===== config.mk =====
export PLATFORM = sky130hd
export DESIGN_NAME = mem_port_arbiter_flat
export DESIGN_NICKNAME = d
export VERILOG_FILES = /design/src/rtl/mem_port_arbiter_if.sv /design/src/rtl/mem_port_arbiter.sv /design/src/flat_wrapper.sv
export SDC_FILE = /design/constraint.sdc
export NUM_CORES = 1
export LEC_CHECK = 0
export ABC_CLOCK_PERIOD_IN_PS = 4800
export CAP_MARGIN = 25
export CORE_AREA = 3 3 103 105
export DETAILED_ROUTE_END_ITERATION = 10
export DIE_AREA = 0 0 106 108
export PLACE_DENSITY = 0.63
export SYNTH_ARGS = -nofsm -noshare
export SYNTH_HDL_FRONTEND = slang
export SYNTH_SLANG_ARGS = --single-unit

===== constraint.sdc =====
create_clock -name clk -period 4.8 [get_ports clk]
set_input_delay 0.96 -clock clk [delete_from_list [all_inputs] [get_ports clk]]
set_output_delay 0.96 -clock clk [all_outputs]
set_load 0.05 [all_outputs]

===== src/rtl/mem_port_arbiter_if.sv =====
// mem_port_arbiter_if: request/response and Storage-side signals of the
// two-port memory arbiter. The slave modport is the arbiter's view. The
// master modport is the view of the requesters and the Storage.
interface mem_port_arbiter_if #(
  parameter int ADDR_W = 32,
  parameter int DATA_W = 32
);
  logic [1:0]             req_valid;
  logic [1:0]             req_we;
  logic [1:0][ADDR_W-1:0] req_addr;
  logic [1:0][DATA_W-1:0] req_wdata;
  logic [1:0]             req_ready;
  logic [1:0]             rsp_valid;
  logic [DATA_W-1:0]      rsp_data;
  logic [ADDR_W-1:0]      mem_addr;
  logic                   mem_we;
  logic [DATA_W-1:0]      mem_wdata;
  logic [DATA_W-1:0]      mem_rdata;

  modport slave (
    input  req_valid, req_we, req_addr, req_wdata, mem_rdata,
    output req_ready, rsp_valid, rsp_data, mem_addr, mem_we, mem_wdata
  );

  modport master (
    output req_valid, req_we, req_addr, req_wdata, mem_rdata,
    input  req_ready, rsp_valid, rsp_data, mem_addr, mem_we, mem_wdata
  );
endinterface


===== src/rtl/mem_port_arbiter.sv =====
// mem_port_arbiter: shares the single-ported data Storage between
// instruction fetch (port 0) and load/store (port 1). At most one request
// is granted per cycle. Read data returns one cycle after the handshake.
//
// Build option MEM_PORT_ARB_RR_EN: strict round-robin with a 1-bit
// preference pointer. Without it, port 1 has fixed priority, and a 2-bit
// starvation counter lets port 0 through after three consecutive losses.
module mem_port_arbiter #(
  parameter int NPORTS = 2
) (
  input logic               clk,
  input logic               rst,
  mem_port_arbiter_if.slave bus
);

  if (NPORTS != 2) begin : g_nports_check
    $error("mem_port_arbiter supports exactly two ports");
  end

  logic [1:0] vld;
  logic       gnt_any;
  logic       gnt_port;
  logic       rsp_pend;
  logic       rsp_port;

  // Requests are ignored while reset is held.
  assign vld     = rst ? 2'b00 : bus.req_valid;
  assign gnt_any = |vld;

`ifdef MEM_PORT_ARB_RR_EN
  logic rr_ptr;

  // Pick the preferred port on contention; otherwise pick the lone requester.
  always_comb begin
    gnt_port = vld[1];
    if (vld == 2'b11) gnt_port = rr_ptr;
  end

  // After every grant, preference passes to the other port.
  always_ff @(posedge clk or posedge rst) begin
    if (rst)          rr_ptr <= 1'b0;
    else if (gnt_any) rr_ptr <= ~gnt_port;
  end
`else
  logic [1:0] starve_cnt;

  // Port 1 wins contention unless port 0 has already lost three times.
  always_comb begin
    gnt_port = vld[1];
    if (vld == 2'b11) gnt_port = (starve_cnt != 2'd3);
  end

  // Count port-1 grants that made port 0 wait. Any port-0 grant clears the count.
  always_ff @(posedge clk or posedge rst) begin
    if (rst) begin
      starve_cnt <= 2'd0;
    end else if (gnt_any) begin
      if (!gnt_port)   starve_cnt <= 2'd0;
      else if (vld[0]) starve_cnt <= starve_cnt + 2'd1;
    end
  end
`endif

  // Route the granted request to Storage. Drive zeros when idle.
  always_comb begin
    bus.req_ready = 2'b00;
    bus.mem_we    = 1'b0;
    bus.mem_addr  = '0;
    bus.mem_wdata = '0;
    if (gnt_any) begin
      bus.req_ready[gnt_port] = 1'b1;
      bus.mem_we              = bus.req_we[gnt_port];
      bus.mem_addr            = bus.req_addr[gnt_port];
      bus.mem_wdata           = bus.req_wdata[gnt_port];
    end
  end

  // A granted read owes its port a response in the following cycle.
  always_ff @(posedge clk or posedge rst) begin
    if (rst) begin
      rsp_pend <= 1'b0;
      rsp_port <= 1'b0;
    end else begin
      rsp_pend <= gnt_any & ~bus.req_we[gnt_port];
      if (gnt_any) rsp_port <= gnt_port;
    end
  end

  // Storage already holds the read word. Pass it through only while a
  // response is pending.
  always_comb begin
    bus.rsp_valid = 2'b00;
    bus.rsp_data  = '0;
    if (rsp_pend) begin
      bus.rsp_valid[rsp_port] = 1'b1;
      bus.rsp_data            = bus.mem_rdata;
    end
  end

endmodule


===== src/flat_wrapper.sv =====
// flat-port wrapper written by rule: the top's interface ports become plain ports
module mem_port_arbiter_flat 
#(
  parameter int NPORTS = 2
)
  (clk, rst, bus_req_valid, bus_req_we, bus_req_addr, bus_req_wdata, bus_mem_rdata, bus_req_ready, bus_rsp_valid, bus_rsp_data, bus_mem_addr, bus_mem_we, bus_mem_wdata);
  mem_port_arbiter_if bus_i ();
  input logic clk;
  input logic rst;
  input wire logic [$bits(bus_i.req_valid)-1:0] bus_req_valid;
  input wire logic [$bits(bus_i.req_we)-1:0] bus_req_we;
  input wire logic [$bits(bus_i.req_addr)-1:0] bus_req_addr;
  input wire logic [$bits(bus_i.req_wdata)-1:0] bus_req_wdata;
  input wire logic [$bits(bus_i.mem_rdata)-1:0] bus_mem_rdata;
  output wire logic [$bits(bus_i.req_ready)-1:0] bus_req_ready;
  output wire logic [$bits(bus_i.rsp_valid)-1:0] bus_rsp_valid;
  output wire logic [$bits(bus_i.rsp_data)-1:0] bus_rsp_data;
  output wire logic [$bits(bus_i.mem_addr)-1:0] bus_mem_addr;
  output wire logic [$bits(bus_i.mem_we)-1:0] bus_mem_we;
  output wire logic [$bits(bus_i.mem_wdata)-1:0] bus_mem_wdata;
  assign bus_i.req_valid = bus_req_valid;
  assign bus_i.req_we = bus_req_we;
  assign bus_i.req_addr = bus_req_addr;
  assign bus_i.req_wdata = bus_req_wdata;
  assign bus_i.mem_rdata = bus_mem_rdata;
  assign bus_req_ready = bus_i.req_ready;
  assign bus_rsp_valid = bus_i.rsp_valid;
  assign bus_rsp_data = bus_i.rsp_data;
  assign bus_mem_addr = bus_i.mem_addr;
  assign bus_mem_we = bus_i.mem_we;
  assign bus_mem_wdata = bus_i.mem_wdata;
  mem_port_arbiter #(.NPORTS(NPORTS)) u_core (.clk(clk), .rst(rst), .bus(bus_i));
endmodule

==> flow_summary_export.csv, run 1 <==
group,metric,value,unit
run_status,outcome,"complete, no violations",
clocking,cts_hold_buf,0,
power_and_ir_drop,peakVddDrop,65.3,uV
floorplan,num_io_pins,267,
cells_and_area,nNetsFinal,630,
global_routing,grt_usage,15.3,%
clocking,cts_tree,"done",
placed_design,port_buffers,266,
yosys,netlist_instances,219,
placed_design,place_ws,0.673,ns
power_and_ir_drop,leakagePower,1.49,nW
clocking,cts_root_buffer,"clkbuf_8",
timing,tns,0,ns
clocking,clock-sinks,4,
routing,wl_per_cell,16.4,um
cells_and_area,area_growth,194,%
cells_and_area,ff_latch_area,100,um^2
yosys,ys_warn_count,0,
yosys,synth_top_area_cell,"a32oi_1",
timing,period_share,85.3,%
global_routing,grt_overflow,0,
setup_path,critPathCaptureType,"output port",
yosys,ys.flop_type,"dfrtp_1",
power_and_ir_drop,switching_share,48.4,%
cells_and_area,multiInputGateArea,1140,um^2
yosys,synth_edf_count,0,
clocking,clk_latency,0.21,ns
yosys,netlist_area,1420,um^2
yosys,synth_top_cell_area_share,40.2,%
clocking,clockBufferDepth,2,
power_and_ir_drop,p_seq_share,7.0,%
timing,relSlewSlack,36.5,%
clocking,h-tree-depth,1,
global_routing,grt_max_degree,68,
cells_and_area,drive_gt1_share,3.69,%
cells_and_area,diodes,0,
placed_design,gp_congestion,0.804,
routing,dr.pass1.iters,4,
floorplan,chipWidth,106,um
routing,wl,9710,um
yosys,yosys-top-cells-area,"a32oi_1 40%, nor2_1 18%, and2_1 15%, dfrtp_1 7.1%, buf_2 3.9%",
yosys,async_reset_ff_share,100,%
floorplan,design.core.area,9730,um^2
yosys,synth_commonest_cells,"69 x nor2_1, 65 x a32oi_1, 33 x and2_1",
yosys,yosysSeqAreaShare,7.07,%
yosys,ys_seq_elements,4,
timing,rsz0062_at_grt,"false",
setup_path,critical_path_class,"primary input to output port",
yosys,yosys.cell_types.count,18,
timing,final_period_minus_worst_setup_slack,4.09,ns
power_and_ir_drop,p_clk_share,10.9,%
timing,worst_slack,0.708,ns
clocking,cts.clk_slew.worst_paths,0.03,ns
routing,dr.first_iter.drc_count,110,
timing,finalClockSkew,0.000116,ns
setup_path,cp-start-kind,"primary input",
power_and_ir_drop,internal-power,0.330,mW
timing,hold_viol,0,
global_routing,first_global_vias,2648,
yosys,syn_nets,386,
floorplan,start_util,14.5,%
power_and_ir_drop,p_per_area,154,nW/um^2
clocking,cts_resized,0,
timing,max_freq,244,MHz
global_routing,antenna_found_initial,0,
timing,worst_pin_slew,0.952,ns
setup_path,critical_path_required,3.84,ns
power_and_ir_drop,p_comb_share,82.2,%
clocking,cts_inserted_buffers,3,
setup_path,ff2ff_setup_slack,3.21,ns
timing,slew_violations,0,
hold_path,holdCritPathClass,"flop to flop",
routing,drc_errors,0,
global_routing,grt_pass1_wl,14100,um
yosys,syn_area_per_cell,6.46,um^2
yosys,synth_most_common_cell,"nor2_1",
timing,setup_viol,0,
setup_path,crit_fanout,34,
routing,vias,2699,
routing,viasPerCell,4.54,
routing,drtAntennaViolNets,0,
placed_design,hpwl,7560,um
floorplan,die_h,108,um
power_and_ir_drop,netSwitchingPower,0.309,mW
flow_run,drv_cap,0,
floorplan,num_rows,36,
cells_and_area,nFillCells,1001,
floorplan,die-area,11400,um^2
cells_and_area,final_core_util,42.8,%
setup_path,arrival,3.13,ns
clocking,cts_setup_buffers,0,
layer usage:
metal | global-route usage (%) | part of all wire (%)
met5 | 0 | 0
met3 | 4.66 | 11
met4 | 4.44 | 1.5
met1 | 17.5 | 39
met2 | 27.6 | 49
power groups by stage:
stage / sequential, mW / clock [mW] / combinational [mW]
6_report: 0.0445 / 0.0695 / 0.526
5_1_grt: 0.0458 / 0.0730 / 0.552
4_1_cts: 0.0447 / 0.0720 / 0.529
3_5_place_dp: 0.0452 / 0 / 0.527
3_3_place_gp: 0.0447 / 0 / 0.523
2_1_floorplan: 0.0413 / 0 / 0.286
stage by stage:
stage	cell area (um^2)	power, mW	hold slack, ns	cells
floorplan	1420	0.327	0.464	219
global placement	4120	0.568	0.485	591
detailed placement	4120	0.572	0.500	591
CTS	4170	0.646	0.507	594
global route	4170	0.671	0.513	594
finish	4170	0.640	0.497	594
path summary, 6_finish.rpt:
kind                       depth (start not counted)            startpoint                   end
hold reg to reg                                    2       u_core.rsp_port       u_core.rsp_port
max in group asynchronous                          2                   rst       u_core.rsp_port
hold / removal                                     2       u_core.rsp_port       u_core.rsp_port
min in group asynchronous                          2                   rst  u_core.starve_cnt[0]
setup reg to reg                                   5  u_core.starve_cnt[0]       u_core.rsp_pend
setup / recovery                                   6      bus_req_valid[1]      bus_mem_addr[22]
logic make-up after synthesis:
kind of cell / count (synthesis) / synth area share, %
mux: 1 / 0.796
flops: 4 / 7.07
simple gates: 110 / 35.5
buf+inv: 34 / 13.2
compound gates: 69 / 42.5
fa+ha+maj: 1 / 0.884
registers in the layout, indices dropped and copies added (netlist names):
name and count:
u_core.starve_cnt 2, u_core.rsp_pend 1, u_core.rsp_port 1
final cells by class:
class,count,area share [%]
sequential,4,2.40
tap,133,4.00
inverter,1,0.0901
multi-input combinational,181,27.3
clock buffer,3,0.991
timing repair buffer,272,65.2
cells in the final DEF (no fill, tap or decap):
cell type,instances
and2_1,33
buf_2,2
buf_4,7
clkbuf_8,3
a22o_1,1
nand2b_1,1
clkdlybuf4s50_1,261
a21boi_4,1
buf_12,2
o21ai_0,1
ha_1,1
nand2_1,5
dfrtp_1,4
a32oi_1,65
o31ai_1,1
nor2_1,69
nand2b_2,1
mux2_2,1
nor2b_1,1
inv_1,1
critical path, cell delays in order:
cell	delay (ns)
clkdlybuf4s50_1	0.54
a21boi_4	0.20
buf_4	0.33
a32oi_1	0.14
nor2_1	0.11
clkdlybuf4s50_1	0.82
Note: power is estimated with default switching activity, not from simulation.
==> run 2: changes to the inputs <==
--- a/config.mk
+++ b/config.mk
@@ -6,10 +6,10 @@
 export NUM_CORES = 1
 export LEC_CHECK = 0
-export ABC_CLOCK_PERIOD_IN_PS = 4800
+export ABC_CLOCK_PERIOD_IN_PS = 3300
 export CAP_MARGIN = 25
-export CORE_AREA = 3 3 103 105
+export CORE_AREA = 3 3 101 103
 export DETAILED_ROUTE_END_ITERATION = 10
-export DIE_AREA = 0 0 106 108
-export PLACE_DENSITY = 0.63
+export DIE_AREA = 0 0 104 106
+export PLACE_DENSITY = 0.68
 export SYNTH_ARGS = -nofsm -noshare
 export SYNTH_HDL_FRONTEND = slang
==> constraint.sdc (replaced) <==
create_clock -name clk -period 3.3 [get_ports clk]
set_input_delay 0.66 -clock clk [delete_from_list [all_inputs] [get_ports clk]]
set_output_delay 0.66 -clock clk [all_outputs]
set_load 0.01 [all_outputs]
==> run 2 against run 1 <==
Sequential cell count did not move. Core utilization rose by 2.6 points. Routed wire length barely moved. Non-clock buffer count rose by 2. Die area fell by 3.7%. Global-route usage rose by 0.70 points. Total power rose by 15%. Cell count fell by 0.34%. Via count rose by 0.74%. Hold slack got worse by 0.0042 ns. Clock skew rose by 0.0028 ns.
==> flow_summary_export.csv, run 2 (synthesis gave the netlist of run 1 again) <==
group,metric,value,unit
cells_and_area,layout.cells.most_common,"clkdlybuf4s50_1",
timing,slew_violations,0,
clocking,cts_inserted_buffers,3,
timing,worst_pin_slew,0.734,ns
setup_path,r2r-end,"u_core.starve_cnt[0]",
floorplan,num_rows,35,
floorplan,die_h,106,um
placed_design,port_buffers,266,
setup_path,critical_path_required,2.64,ns
floorplan,design.core.area,9280,um^2
timing,finalClockSkew,0.00291,ns
power_and_ir_drop,netSwitchingPower,0.244,mW
placed_design,place_ws,0.190,ns
timing,setup_viol,0,
power_and_ir_drop,internal-power,0.492,mW
clocking,h-tree-depth,1,
routing,dr.first_iter.drc_count,95,
clocking,clock-sinks,4,
floorplan,num_io_pins,267,
timing,period_share,93.9,%
clocking,clk_latency,0.22,ns
global_routing,antenna_found_initial,0,
clocking,cts_root_buffer,"clkbuf_8",
timing,hold_viol,0,
power_and_ir_drop,peakVddDrop,74.5,uV
setup_path,worst-path-buf-inv,3,
power_and_ir_drop,switching_share,33.2,%
clocking,cts.clk_slew.worst_paths,0.03,ns
global_routing,grt_max_degree,35,
routing,viasPerCell,4.59,
setup_path,path_cells,"clkdlybuf4s50_1, a21boi_4, buf_12, a32oi_1, nor2_1, clkdlybuf4s50_1",
global_routing,grt_pass1_wl,14600,um
setup_path,r2r_cells,5,
setup_path,cp_top_family,"buffers and inverters",
setup_path,critPathMostFrequentCell,"clkdlybuf4s50_1",
cells_and_area,final_core_util,45.5,%
setup_path,slowest_delay,0.56,ns
timing,tns,0,ns
placed_design,placed_cells,589,
routing,dr.pass1.iters,4,
timing,relSlewSlack,51.1,%
power_and_ir_drop,leakagePower,1.51,nW
power_and_ir_drop,p_seq_share,8.9,%
cells_and_area,layout_common_cells,"264 x clkdlybuf4s50_1, 69 x nor2_1, 65 x a32oi_1",
routing,drtAntennaViolNets,0,
timing,worst_slack,0.202,ns
hold_path,hold_depth,2,
global_routing,use_met1,17.4,%
global_routing,grt.met3_usage,4.55,%
floorplan,start_util,15.2,%
hold_path,hold_end,"u_core.rsp_port",
power_and_ir_drop,p_comb_share,76.9,%
floorplan,die-area,11000,um^2
routing,vias,2719,
timing,final_period_minus_worst_setup_slack,3.10,ns
setup_path,crit_fanout,33,
flow_run,drv_cap,0,
cells_and_area,reg_top3,"u_core.starve_cnt (2), u_core.rsp_pend (1), u_core.rsp_port (1)",
setup_path,critical_path_class,"primary input to output port",
hold_path,holdCritPathClass,"flop to flop",
clocking,cts_tree,"done",
setup_path,ff2ff_setup_slack,1.83,ns
global_routing,grt_overflow,0,
global_routing,use_met2,30.5,%
cells_and_area,final_cells,592,
placed_design,hpwl,7910,um
global_routing,first_global_vias,2747,
cells_and_area,diodes,0,
power_and_ir_drop,total_power,0.736,mW
run_status,outcome,"complete, no violations",
global_routing,grt_usage,16.0,%
placed_design,gp_congestion,0.728,
clocking,cts_setup_buffers,0,
power_and_ir_drop,p_clk_share,14.3,%
cells_and_area,top_register,"u_core.starve_cnt",
setup_path,crit_path_top_delay_cell,"clkdlybuf4s50_1",
setup_path,cp-start-kind,"primary input",
hold_path,worstHoldStart,"u_core.rsp_port",
routing,wl,9700,um
routing,drc_errors,0,
cells_and_area,largest_reg_flops,2,
timing,max_freq,323,MHz
clocking,clockBufferDepth,2,
setup_path,critPathCaptureType,"output port",
routing,wl_per_cell,16.4,um
clocking,cts_resized,0,
cells_and_area,nNetsFinal,632,
power_and_ir_drop,p_per_area,174,nW/um^2
setup_path,timing.rr.start,"u_core.starve_cnt[0]",
setup_path,arrival,2.44,ns
global_routing,gr-max-usage-layer,"met2",
clocking,cts_hold_buf,0,
floorplan,chipWidth,104,um
cells_and_area,area_growth,198,%
timing,rsz0062_at_grt,"false",
cells_and_area,drive_gt1_share,3.46,%
## run 2: worst register-to-register path, stage by stage, from the launching register on
cell and delay (ns):
dfrtp_1 0.35, ha_1 0.25, nand2b_2 0.21, buf_12 0.20, nor2_1 0.08, mux2_2 0.25
## run 2: metal layers
layer	up-vias	part of all wire (%)
met4	0	1.3
li1	1318	-
met1	1238	37
met2	153	52
met5	-	0
met3	10	9.6
## run 2: how the worst max path moves through the flow
stage	from	endpoint	cells past startpoint
final	bus_req_valid[1]	bus_mem_wdata[27]	6
after global routing	bus_req_valid[1]	bus_mem_wdata[27]	6
after CTS	bus_req_valid[1]	bus_mem_wdata[30]	6
after detailed placement	bus_req_valid[1]	bus_mem_wdata[30]	6
after global placement	bus_req_valid[1]	bus_mem_wdata[31]	6
after floorplan	bus_req_valid[0]	bus_mem_wdata[10]	6
## run 2: area by class of cell
class | count | area (um^2)
sequential | 4 | 100
fill | 933 | 5060
multi-input combinational | 181 | 1140
timing repair buffer | 274 | 2780
tap | 129 | 161
clock buffer | 3 | 41.3
inverter | 1 | 3.75
## run 2: power by group through the flow
stage               clock network [mW]  logic, mW  registers [mW]
floorplan                            0      0.204          0.0601
global placement                     0      0.561          0.0650
detailed placement                   0      0.567          0.0656
CTS                              0.108      0.571          0.0650
global route                     0.110      0.604          0.0665
finish                           0.105      0.566          0.0652
## run 2: stage by stage
step	area, um^2	hold slack, ns
finish	4220	0.492
CTS	4220	0.496
global route	4220	0.522
floorplan	1420	0.464
detailed placement	4180	0.488
global placement	4180	0.482
